`config.mk`:
```
export PLATFORM = sky130hd
export DESIGN_NAME = instr_feeder
export DESIGN_NICKNAME = d
export VERILOG_FILES = /design/src/rtl/instr_feeder.sv
export SDC_FILE = /design/constraint.sdc
export NUM_CORES = 1
export LEC_CHECK = 0
export ABC_AREA = 1
export CAP_MARGIN = 30
export CORE_UTILIZATION = 60
export CTS_CLUSTER_DIAMETER = 120
export CTS_CLUSTER_SIZE = 16
export DETAILED_ROUTE_END_ITERATION = 8
export HOLD_SLACK_MARGIN = 0.1
export PLACE_DENSITY_LB_ADDON = 0.15
export SLEW_MARGIN = 40
export SYNTH_ARGS = -nofsm -noshare
export SYNTH_HDL_FRONTEND = slang
export SYNTH_SLANG_ARGS = --single-unit
```
`constraint.sdc`:
```
create_clock -name clk -period 4.2 [get_ports clk]
set_input_delay 0.63 -clock clk [delete_from_list [all_inputs] [get_ports clk]]
set_output_delay 0.63 -clock clk [all_outputs]
set_load 0.03 [all_outputs]
```
`src/rtl/instr_feeder.sv`:
```
// instr_feeder: small program buffer that replays a loaded instruction sequence
// to a datapath over a valid/ready handshake.
//
// Ports:
//   clk, reset          rising-edge clock, synchronous active-high reset
//   load_en/addr/data   write port into the program buffer (IDLE/DONE only)
//   prog_len            number of words to run, sampled on start, clamped to DEPTH
//   start               begin a run from index 0
//   instr_ready         datapath accepts the presented word
//   instr_valid         instruction/pc are valid
//   instruction, pc     current word and its byte address (index*4)
//   busy, done          run in progress / run finished
//   inst_count          accepted words in the current or last run
//
// Optional build macro: INSTR_FEEDER_END_MARKER_EN -- a zero word reached in
// ISSUE terminates the run early without being presented.
module instr_feeder #(
    parameter int DATA_W = 32,
    parameter int DEPTH  = 16,
    parameter int ADDR_W = 4,
    parameter int GAP    = 0
) (
    input  logic              clk,
    input  logic              reset,
    input  logic              load_en,
    input  logic [ADDR_W-1:0] load_addr,
    input  logic [DATA_W-1:0] load_data,
    input  logic [ADDR_W:0]   prog_len,
    input  logic              start,
    input  logic              instr_ready,
    output logic              instr_valid,
    output logic [DATA_W-1:0] instruction,
    output logic [31:0]       pc,
    output logic              busy,
    output logic              done,
    output logic [ADDR_W:0]   inst_count
);

    typedef enum logic [1:0] {
        ST_IDLE,
        ST_ISSUE,
        ST_GAP,
        ST_DONE
    } state_t;

    state_t            state_q, state_d;
    logic [ADDR_W-1:0] index_q, index_d;
    logic [ADDR_W:0]   len_q, len_d;
    logic [ADDR_W:0]   inst_count_q, inst_count_d;
    logic [31:0]       gap_cnt_q, gap_cnt_d;

    logic [DATA_W-1:0] prog_mem_q [DEPTH];

    logic              addr_ok;
    logic              wr_en;
    logic [DATA_W-1:0] cur_word;
    logic [ADDR_W:0]   len_clamped;
    logic              last;
    logic              end_marker;

    // When the buffer fills the whole index space every address is legal.
    if (DEPTH >= (1 << ADDR_W)) begin : g_full
        assign addr_ok = 1'b1;
    end else begin : g_part
        assign addr_ok = (load_addr < ADDR_W'(DEPTH));
    end

    assign wr_en       = load_en && addr_ok &&
                         (state_q == ST_IDLE || state_q == ST_DONE);
    assign cur_word    = prog_mem_q[index_q];
    assign len_clamped = (prog_len > (ADDR_W+1)'(DEPTH)) ? (ADDR_W+1)'(DEPTH) : prog_len;
    assign last        = (({1'b0, index_q} + (ADDR_W+1)'(1)) == len_q);
    assign inst_count  = inst_count_q;

`ifdef INSTR_FEEDER_END_MARKER_EN
    assign end_marker = (cur_word == '0);
`else
    assign end_marker = 1'b0;
`endif

    always_comb begin
        state_d      = state_q;
        index_d      = index_q;
        len_d        = len_q;
        inst_count_d = inst_count_q;
        gap_cnt_d    = gap_cnt_q;
        instr_valid  = 1'b0;
        instruction  = '0;
        pc           = '0;
        busy         = 1'b0;
        done         = 1'b0;

        case (state_q)
            ST_IDLE, ST_DONE: begin
                done = (state_q == ST_DONE);
                if (start) begin
                    index_d      = '0;
                    inst_count_d = '0;
                    gap_cnt_d    = '0;
                    len_d        = len_clamped;
                    state_d      = (len_clamped == '0) ? ST_DONE : ST_ISSUE;
                end
            end
            ST_ISSUE: begin
                busy = 1'b1;
                if (end_marker) begin
                    state_d = ST_DONE;
                end else begin
                    instr_valid = 1'b1;
                    instruction = cur_word;
                    pc          = 32'({index_q, 2'b00});
                    if (instr_ready) begin
                        inst_count_d = inst_count_q + 1'b1;
                        if (last) begin
                            state_d = ST_DONE;
                        end else if (GAP == 0) begin
                            index_d = index_q + 1'b1;
                        end else begin
                            // index advances on leaving GAP so pc stays coherent
                            state_d   = ST_GAP;
                            gap_cnt_d = '0;
                        end
                    end
                end
            end
            ST_GAP: begin
                busy = 1'b1;
                if ((gap_cnt_q + 32'd1) == 32'(GAP)) begin
                    state_d = ST_ISSUE;
                    index_d = index_q + 1'b1;
                end else begin
                    gap_cnt_d = gap_cnt_q + 32'd1;
                end
            end
            default: state_d = ST_IDLE;
        endcase
    end

    always_ff @(posedge clk) begin
        if (reset) begin
            state_q      <= ST_IDLE;
            index_q      <= '0;
            len_q        <= '0;
            inst_count_q <= '0;
            gap_cnt_q    <= '0;
        end else begin
            state_q      <= state_d;
            index_q      <= index_d;
            len_q        <= len_d;
            inst_count_q <= inst_count_d;
            gap_cnt_q    <= gap_cnt_d;
        end
    end

    // Buffer is deliberately outside reset so a program survives a reset.
    always_ff @(posedge clk) begin
        if (wr_en) begin
            prog_mem_q[load_addr] <= load_data;
        end
    end

endmodule
```
Yosys cells after proc, flatten, opt, wreduce, memory -nomap -nowiden
Memory sizes are Yosys's and may differ from the RTL's. A register that Yosys moved wholly into a read port is not among the register bits.
Cells that the tools add are included.

word-level totals
  bits in registers = 48
  input port bits = 46
  output and inout bits = 72
  bits in writable memories = 512
  word-level logic and storage cells = 62
  memories = 1

memory list
  memory      depth  bits a word  rd ports  clocked after Yosys merged registers in  wr ports  RTL line  source
  prog_mem_q  16     32           1         1                                        1         52        logic [DATA_W-1:0] prog_mem_q [DEPTH];

operators by class
  bitwise operators = 1
  reduce and logical (&&, ||, !) cells = 13
  add/sub/neg operators = 4
  magnitude comparators = 1
  mux-type cells = 27
  eq/ne operators = 10

operators with widths
  operator                                                               count
  32-bit 2-to-1 mux                                                      3
  32-bit one-hot mux with 2 select lines                                 1
  32-bit by 1-bit adder with 32-bit output, second input constant        1
  32-bit zero test                                                       1
  4-bit 2-to-1 mux                                                       6
  5-bit 2-to-1 mux                                                       3
  2-bit != test, second input constant                                   6
  4-bit one-hot mux with 3 select lines                                  1
  2-bit 2-to-1 mux                                                       5
  5-bit one-hot mux with 2 select lines                                  1
  4-bit AND reduction                                                    2
  6-bit 2-to-1 mux                                                       1
  2-bit one-hot mux with 3 select lines                                  1
  3-bit AND reduction                                                    2
  4-bit by 1-bit adder with 5-bit output, second input constant          1
  5-bit by 1-bit adder with 5-bit output, second input constant          1
  5-bit equality test                                                    1
  5-bit greater-than comparator, second input constant                   1
  5-bit zero test                                                        1
  1-bit 2-to-1 mux                                                       5
  4-bit by 1-bit adder with 4-bit output, second input constant          1
  2-bit equality test, second input constant                             2
  2-bit OR reduction                                                     2
  2-bit by 1-bit equality test with 1-bit output, second input constant  1
  other kinds (6)                                                        6

Longest topological paths before layout
Gate-level depths: netlist of run 1.

  word-level depth = 7
  depth in mapped cells = 17
  depth with buffers taken out = 17

Least setup slack after synthesis of run 1
OpenSTA, ideal clock, no wires.

  path kind = reg-to-reg
  start point = register state_q[0]
  end point = memory prog_mem_q[4][0] (enable)
  arrival time = 2.538 ns
  required time = 3.779 ns
  setup time = 0.421 ns
  setup slack = 1.241 ns
  path buffers = 1
  clock period less this slack = 2.959 ns
  stages on the path, launching flop included = 8
  cell sequence = dfxtp_1 inv_1 ha_1 clkbuf_1 nand2_1 inv_1 nand3b_1 nor2_1

between the ends
  cells in the longest elaborated chain, start to end = 5
  elaborated cells between the ends (all ways) = 6
  those cells by class = eq/ne (1); mux (2); reduce/logical (3)

ends and longest elaborated chain
  element                                                 RTL line  source
  start, declared                                         46        state_t state_q, state_d;
  start signal, assigned                                  147       state_q <= state_d;
  2-bit equality test or 2-bit zero test (tied branches)  69        (state_q == ST_IDLE || state_q == ST_DONE);
  1-bit logical OR *                                      69
  1-bit logical AND *                                     68        assign wr_en = load_en && addr_ok &&
  1-bit 2-to-1 mux *                                      157       if (wr_en) begin
  1-bit 2-to-1 mux (not written as such) *                158       prog_mem_q[load_addr] <= load_data;
  end, declared                                           52

Every way passes the cells marked *; elsewhere a longest branch is shown, timed or not.

==> reports/summary.txt, run 1 <==
# H-tree levels - 2
Die height - 199 um
Fmax achieved - 0.250 GHz
CP Launch Type - flip-flop
Post-CTS Hold Fix Bufs - 0
DR WL met3 - 3.96 mm
Fin crit share - 95.3%
Final std cells w/o fill - 2548
# nets final - 2069
Max-slew violation count - 0
DR pass1 iterations - 5
Clk pin slew, worst setup/hold paths - 0.08 ns
Final WL - 56.9 mm
DRC Markers - 0
Worst Setup End Kind - primary output
Placer Congestion - 0.921
Hold Crit Depth - 2
Cell Rows - 71
Sum of negative setup slack - 0 ns
Top sig layer - met4
Post-synth EDFFs - 512
Post-Synthesis Cells - 1969
#FFs+latches synth - 564
Avg WL per Cell - 22.3 um
Peak supply drop - 0.000546 V
PwrDens - 565 nW/um2
RSZ-0062 raised after global routing - false
Routed via count - 15800
Slew margin rel. - 44.2%
Synth Cell Area - 23400 um2
Clk sinks - 564
Netlist cell types - 38
Worst R2R Path Depth - 17
TritonCTS buffer count - 41
Die Footprint - 39800 um2
Worst EP arrival - 3.37 ns
Fin Hold WS - 0.485 ns
MaxCap Viol Count - 0
Gr usage total - 28.9%
Hold Crit Class - flip-flop to flip-flop
Final Hold Vio Count - 0
Skew-Pair Late Insertion Delay - 0.57 ns
GR Overflow Total - 0
Largest net degree at the start of global routing - 98
Setup Fix Bufs, Post-CTS - 0
Fin crit period - 4.00 ns
Vias per cell - 6.22
Cell Area, Placed - 24900 um2
Core Box Area - 38000 um2
Cells after DPL - 2484
WL met2 - 27.5 mm
Detailed Route Iter0 Violations - 1594
Number of global-route vias before repair - 14900
LEAKAGE - 8.36 nW
Crit path max fanout - 62
Port bufs - 89
I/O pin count - 118
Area Overhead vs Synth - 11.4%
Seq/Total Area, Yosys - 70.2%
Critical path class - flip-flop to primary output
Final setup viols - 0
Outcome - finished, final reports clean
Initial antenna violation count - 1
Post-synthesis area per instance - 11.9 um2
Total power - 14.7 mW
Root Driver - clkbuf_16
Global-route wire length before repair - 85.3 mm
Die width - 199 um
Routed Antenna Nets - 0
Clk buf depth - 3
Syn. warnings - 0
Register-to-Register Setup Slack - 1.32 ns
Metal-1 WL - 23.7 mm
Required @ worst endpoint - 3.57 ns
Initial core utilization - 61.5%
Final Skew - 0.0155 ns
Ratio of cells with drive above 1 in the final layout - 6.69%
Async set or reset register ratio after synthesis - 0%
HPWL Detailed - 30.2 mm
Slew @ Worst Pin - 0.835 ns
Prevailing post-synth register cell - edfxtp_1
CTS tree - done
Design area - 26100 um2
synthesized netlist by cell type (15+ instances only):
| master | number | area, um2 |
|---|---|---|
| nand3_1 | 38 | 190 |
| o21ai_0 | 263 | 1320 |
| nand2_1 | 186 | 698 |
| nand3b_1 | 15 | 113 |
| a21oi_1 | 74 | 370 |
| nor2_1 | 363 | 1360 |
| inv_1 | 47 | 176 |
| edfxtp_1 | 512 | 15400 |
| o211ai_1 | 43 | 323 |
| clkbuf_1 | 114 | 428 |
| o221ai_1 | 85 | 744 |
| dfxtp_1 | 52 | 1040 |
| o22ai_1 | 43 | 269 |
| nand4_1 | 34 | 213 |
| buf_4 | 28 | 210 |
cell usage in the layout (no fill, tap or decap), types with 2 or more instances in the layout:
master,synthesis,routed
clkbuf_16,0,43
inv_6,0,2
buf_4,28,33
nand2_2,6,6
nor2_4,4,20
conb_1,1,28
xnor2_1,4,4
nand4_1,34,34
nand3b_1,15,15
o21ai_1,3,3
clkdlybuf4s50_1,0,89
nor3_1,4,4
inv_1,47,45
nand2_1,186,186
edfxtp_1,512,512
a22oi_1,2,2
o221ai_1,85,85
a21oi_1,74,74
xor2_1,8,8
ha_1,7,7
nand2_4,4,4
dfxtp_1,52,48
o211ai_1,43,43
diode_2,0,4
nor2_2,7,8
clkbuf_1,114,15
dfxtp_4,0,3
nor2_1,363,346
o21ai_0,263,263
buf_12,0,8
nand3_1,38,38
o22ai_1,43,43
report_power, final:
part	switching [mW]	internal (mW)	leakage [nW]
clock network	1.82	1.87	0.559
registers	0.240	6.31	5.04
logic	3.07	1.41	2.76
metal layers:
metal / vias up / track usage (%)
li1: 7256 / -
met1: 7793 / 39.7
met2: 667 / 46.7
met3: 127 / 4.24
met4: 0 / 12.0
met5: - / 0
worst paths after layout:
check                             startpoint                    endpoint
setup / recovery                   flip-flop             instruction[10]
hold / removal    gap_cnt_q[31]$_SDFFE_PP0P_  gap_cnt_q[31]$_SDFFE_PP0P_
setup reg to reg   gap_cnt_q[1]$_SDFFE_PP0P_   gap_cnt_q[0]$_SDFFE_PP0P_
hold reg to reg   gap_cnt_q[31]$_SDFFE_PP0P_  gap_cnt_q[31]$_SDFFE_PP0P_
cell type report:
| cell class | count | area, um2 |
|---|---|---|
| inverter | 49 | 190 |
| sequential | 564 | 16400 |
| antenna | 4 | 10.0 |
| clock inverter | 2 | 25.0 |
| tap | 511 | 639 |
| timing repair buffer | 132 | 1320 |
| multi-input combinational | 1228 | 6300 |
| clock buffer | 58 | 1130 |
| fill | 2745 | 12000 |
stage by stage:
step	setup WS [ns]	util (%)
2_1_floorplan	1.24	-
3_3_place_gp	0.763	65.4
3_5_place_dp	0.672	65.4
4_1_cts	0.0363	68.5
5_1_grt	0.0117	68.5
6_report	0.197	68.5
sequential cells by signal, summed over array words and instances (netlist names), named ones only:
| signal | flops |
|---|---|
| gap_cnt_q | 32 |
| inst_count | 5 |
| prog_mem_q | 512 |
| index_q | 4 |
| state_q | 2 |
| len_q | 5 |
critical path: stages (launching register included):
cell and delay [ns]:
dfxtp_4 0.81, buf_4 0.45, o21ai_0 0.16, o221ai_1 0.20, o211ai_1 0.13, a21oi_1 0.28, clkdlybuf4s50_1 0.74
kinds of logic after synthesis:
| kind of cell | synth area share (%) |
|---|---|
| AND/OR/NAND/NOR | 12.1 |
| flip-flops | 70.2 |
| AO/OA/AOI/OAI | 13.1 |
| buffers and inverters | 3.83 |
| XOR/XNOR | 0.449 |
| adder cells (fa/ha/maj) | 0.374 |
| other | 0.0160 |
what timing repair did:
| item | in CTS | in global routing |
|---|---|---|
| hold endpoints to repair | 0 | 0 |
| resized for setup | 0 | 3 |
| setup endpoints to repair | 0 | 3 |
No activity file was read; power rests on OpenSTA's default activity.
==> inputs of run 2 (changes only) <==
--- a/config.mk
+++ b/config.mk
@@ -7,10 +7,12 @@
 export LEC_CHECK = 0
 export ABC_AREA = 1
 export CAP_MARGIN = 30
+export CORE_ASPECT_RATIO = 0.75
 export CORE_UTILIZATION = 60
 export CTS_CLUSTER_DIAMETER = 120
 export CTS_CLUSTER_SIZE = 16
 export DETAILED_ROUTE_END_ITERATION = 8
+export GPL_TIMING_DRIVEN = 0
 export HOLD_SLACK_MARGIN = 0.1
 export PLACE_DENSITY_LB_ADDON = 0.15
 export SLEW_MARGIN = 40
==> reports/summary.txt, run 2 (same netlist as run 1, synthesis figures left out) <==
Peak supply drop - 0.000542 V (-0.72%)
Required @ worst endpoint - 3.57 ns (about the same)
Fin crit period - 4.19 ns (+0.185 ns)
Final Skew - 0.0166 ns (+0.00111 ns)
Worst Setup End Kind - primary output
GR Overflow Total - 0 (unchanged)
Final Hold Vio Count - 0 (unchanged)
Fmax achieved - 0.239 GHz (-4.4%)
Clk buf depth - 3 (unchanged)
Core Box Area - 38300 um2 (+0.79%)
Avg WL per Cell - 26.5 um (+19%)
Vias per cell - 6.57 (+5.7%)
TritonCTS buffer count - 41 (unchanged)
Detailed Route Iter0 Violations - 3061 (+92%)
CP Launch Type - flip-flop
Clk sinks - 564 (unchanged)
Die Footprint - 39800 um2 (about the same)
Hold Crit Depth - 2 (unchanged)
Initial core utilization - 61.0% (-0.48 points)
Outcome - finished, final reports clean
Placer Congestion - 0.903 (-2.0%)
Max-slew violation count - 0 (unchanged)
# nets final - 2213 (+7.0%)
Largest net degree at the start of global routing - 18 (-82%)
Fillers - 2687 (-2.1%)
MaxCap Viol Count - 0 (unchanged)
Total power - 15.8 mW (+7.2%)
Routed via count - 17700 (+12%)
Biggest registers after layout - prog_mem_q x512, gap_cnt_q x32
Cell Rows - 62 (-13%)
Commonest non-fill, non-tap cell in the layout - edfxtp_1
HPWL Detailed - 48.2 mm (+59%)
Most frequent cells in the layout - edfxtp_1, nor2_1, o21ai_0, nand2_1, o221ai_1
Port bufs - 89 (unchanged)
Hold Crit Class - flip-flop to flip-flop
I/O pin count - 118 (unchanged)
Design area - 27100 um2 (+4.0%)
CTS tree - done
Fin crit share - 99.7% (+4.4 points)
Skew-Pair Late Insertion Delay - 0.58 ns (about the same)
Initial antenna violation count - 2 (+1)
Slew @ Worst Pin - 0.950 ns (+0.115 ns)
Sequential cell area - 16400 um2 (about the same)
Max reg flops - 512 (unchanged)
# H-tree levels - 2 (unchanged)
Ratio of cells with drive above 1 in the final layout - 10.1% (+3.4 points)
Global-route wire length before repair - 104 mm (+22%)
Die height - 173 um (-13%)
DR pass1 iterations - 6 (+1)
Die width - 230 um (+15%)
Routed Antenna Nets - 0 (unchanged)
Slew margin rel. - 36.7% (-7.5 points)
Critical path class - flip-flop to primary output
Sum of negative setup slack - 0 ns (unchanged)
Crit path max fanout - 10 (-84%)
Worst EP arrival - 3.56 ns (+0.19 ns)
Final WL - 71.4 mm (+25%)
Area Overhead vs Synth - 15.8%
DRC Markers - 0 (unchanged)
Gr usage total - 35.8% (+6.8 points)
Number of global-route vias before repair - 16500 (+11%)
Worst R2R Path Depth - 9 (-8)
Top reg by flops - prog_mem_q
Clk pin slew, worst setup/hold paths - 0.09 ns (about the same)
Cell Area, Placed - 25800 um2 (+3.8%)
Multi-input gate area - 6310 um2 (about the same)
LEAKAGE - 9.00 nW (+7.7%)
PwrDens - 582 nW/um2 (+3.1%)
Root Driver - clkbuf_16
Final setup viols - 0 (unchanged)
run 2: changes by cell type in the layout (fill, tap and decap cells not counted), sizes merged:
cell / previous run / this run
clkbuf: 59 / 166
buf: 42 / 76
clkdlybuf4s50: 89 / 80
dlymetal6s2s: 0 / 5
dlygate4sd2: 0 / 4
diode: 4 / 1
clkinvlp: 0 / 1
inv: 48 / 49
run 2: worst paths after layout:
check	startpoint	endpoint	slack, ns
worst max-delay path	flip-flop	instruction[25]	0.01
worst min-delay path	gap_cnt_q[31]$_SDFFE_PP0P_	gap_cnt_q[31]$_SDFFE_PP0P_	0.48
worst min register to register	gap_cnt_q[31]$_SDFFE_PP0P_	gap_cnt_q[31]$_SDFFE_PP0P_	0.48
worst max register to register	state_q[0]$_SDFFE_PP0P_	prog_mem_q[5][7]$_DFFE_PP_	1.13
run 2: layer usage:
metal / wire length (um) / up-vias / GRT usage [%] / part of all wire, %
met4: 2540 / 0 / 13.2 / 3.6
met5: 0 / - / 0 / 0
li1: - / 7565 / - / -
met3: 10900 / 206 / 10.3 / 15
met1: 27300 / 8455 / 52.2 / 38
met2: 30700 / 1443 / 51.4 / 43
run 2: where the power goes:
group | switching (mW) | internal [mW]
clock | 1.92 | 1.81
sequential | 0.0901 | 6.30
combinational | 4.11 | 1.56
run 2: cell type report:
type	count	area share (%)
Antenna cell	1	0.00924
Buffer	154	3.03
Clock inverter	4	0.212
Timing Repair Buffer	122	5.84
Clock buffer	55	3.98
Tap cell	512	2.36
Inverter	49	0.693
Sequential cell	564	60.6
Multi-Input combinational cell	1228	23.3
run 2: through the flow:
stage | util, % | hold slack, ns | cells | worst slack [ns]
3_3_place_gp | 65.3 | 0.459 | 2597 | -0.858
2_1_floorplan | - | 0.449 | 1996 | 1.24
5_1_grt | 70.7 | 0.502 | 2689 | -0.0135
3_5_place_dp | 67.4 | 0.463 | 2630 | -0.135
4_1_cts | 70.6 | 0.476 | 2689 | 0.00306
6_report | 70.7 | 0.483 | 2689 | 0.0119
run 2: critical path, stage by stage (launching register included):
cell and delay (ns):
dfxtp_1 0.41, clkbuf_2 0.33, clkbuf_1 0.62, o21ai_0 0.28, o221ai_1 0.30, nand3_1 0.11, a21oi_1 0.20, clkdlybuf4s50_1 0.72
run 2: timing repair:
action	in CTS	in global routing
hold buffers	0	0
setup buffers	0	0
pin swaps	0	1
resized for setup	67	36
setup endpoints to repair	32	29
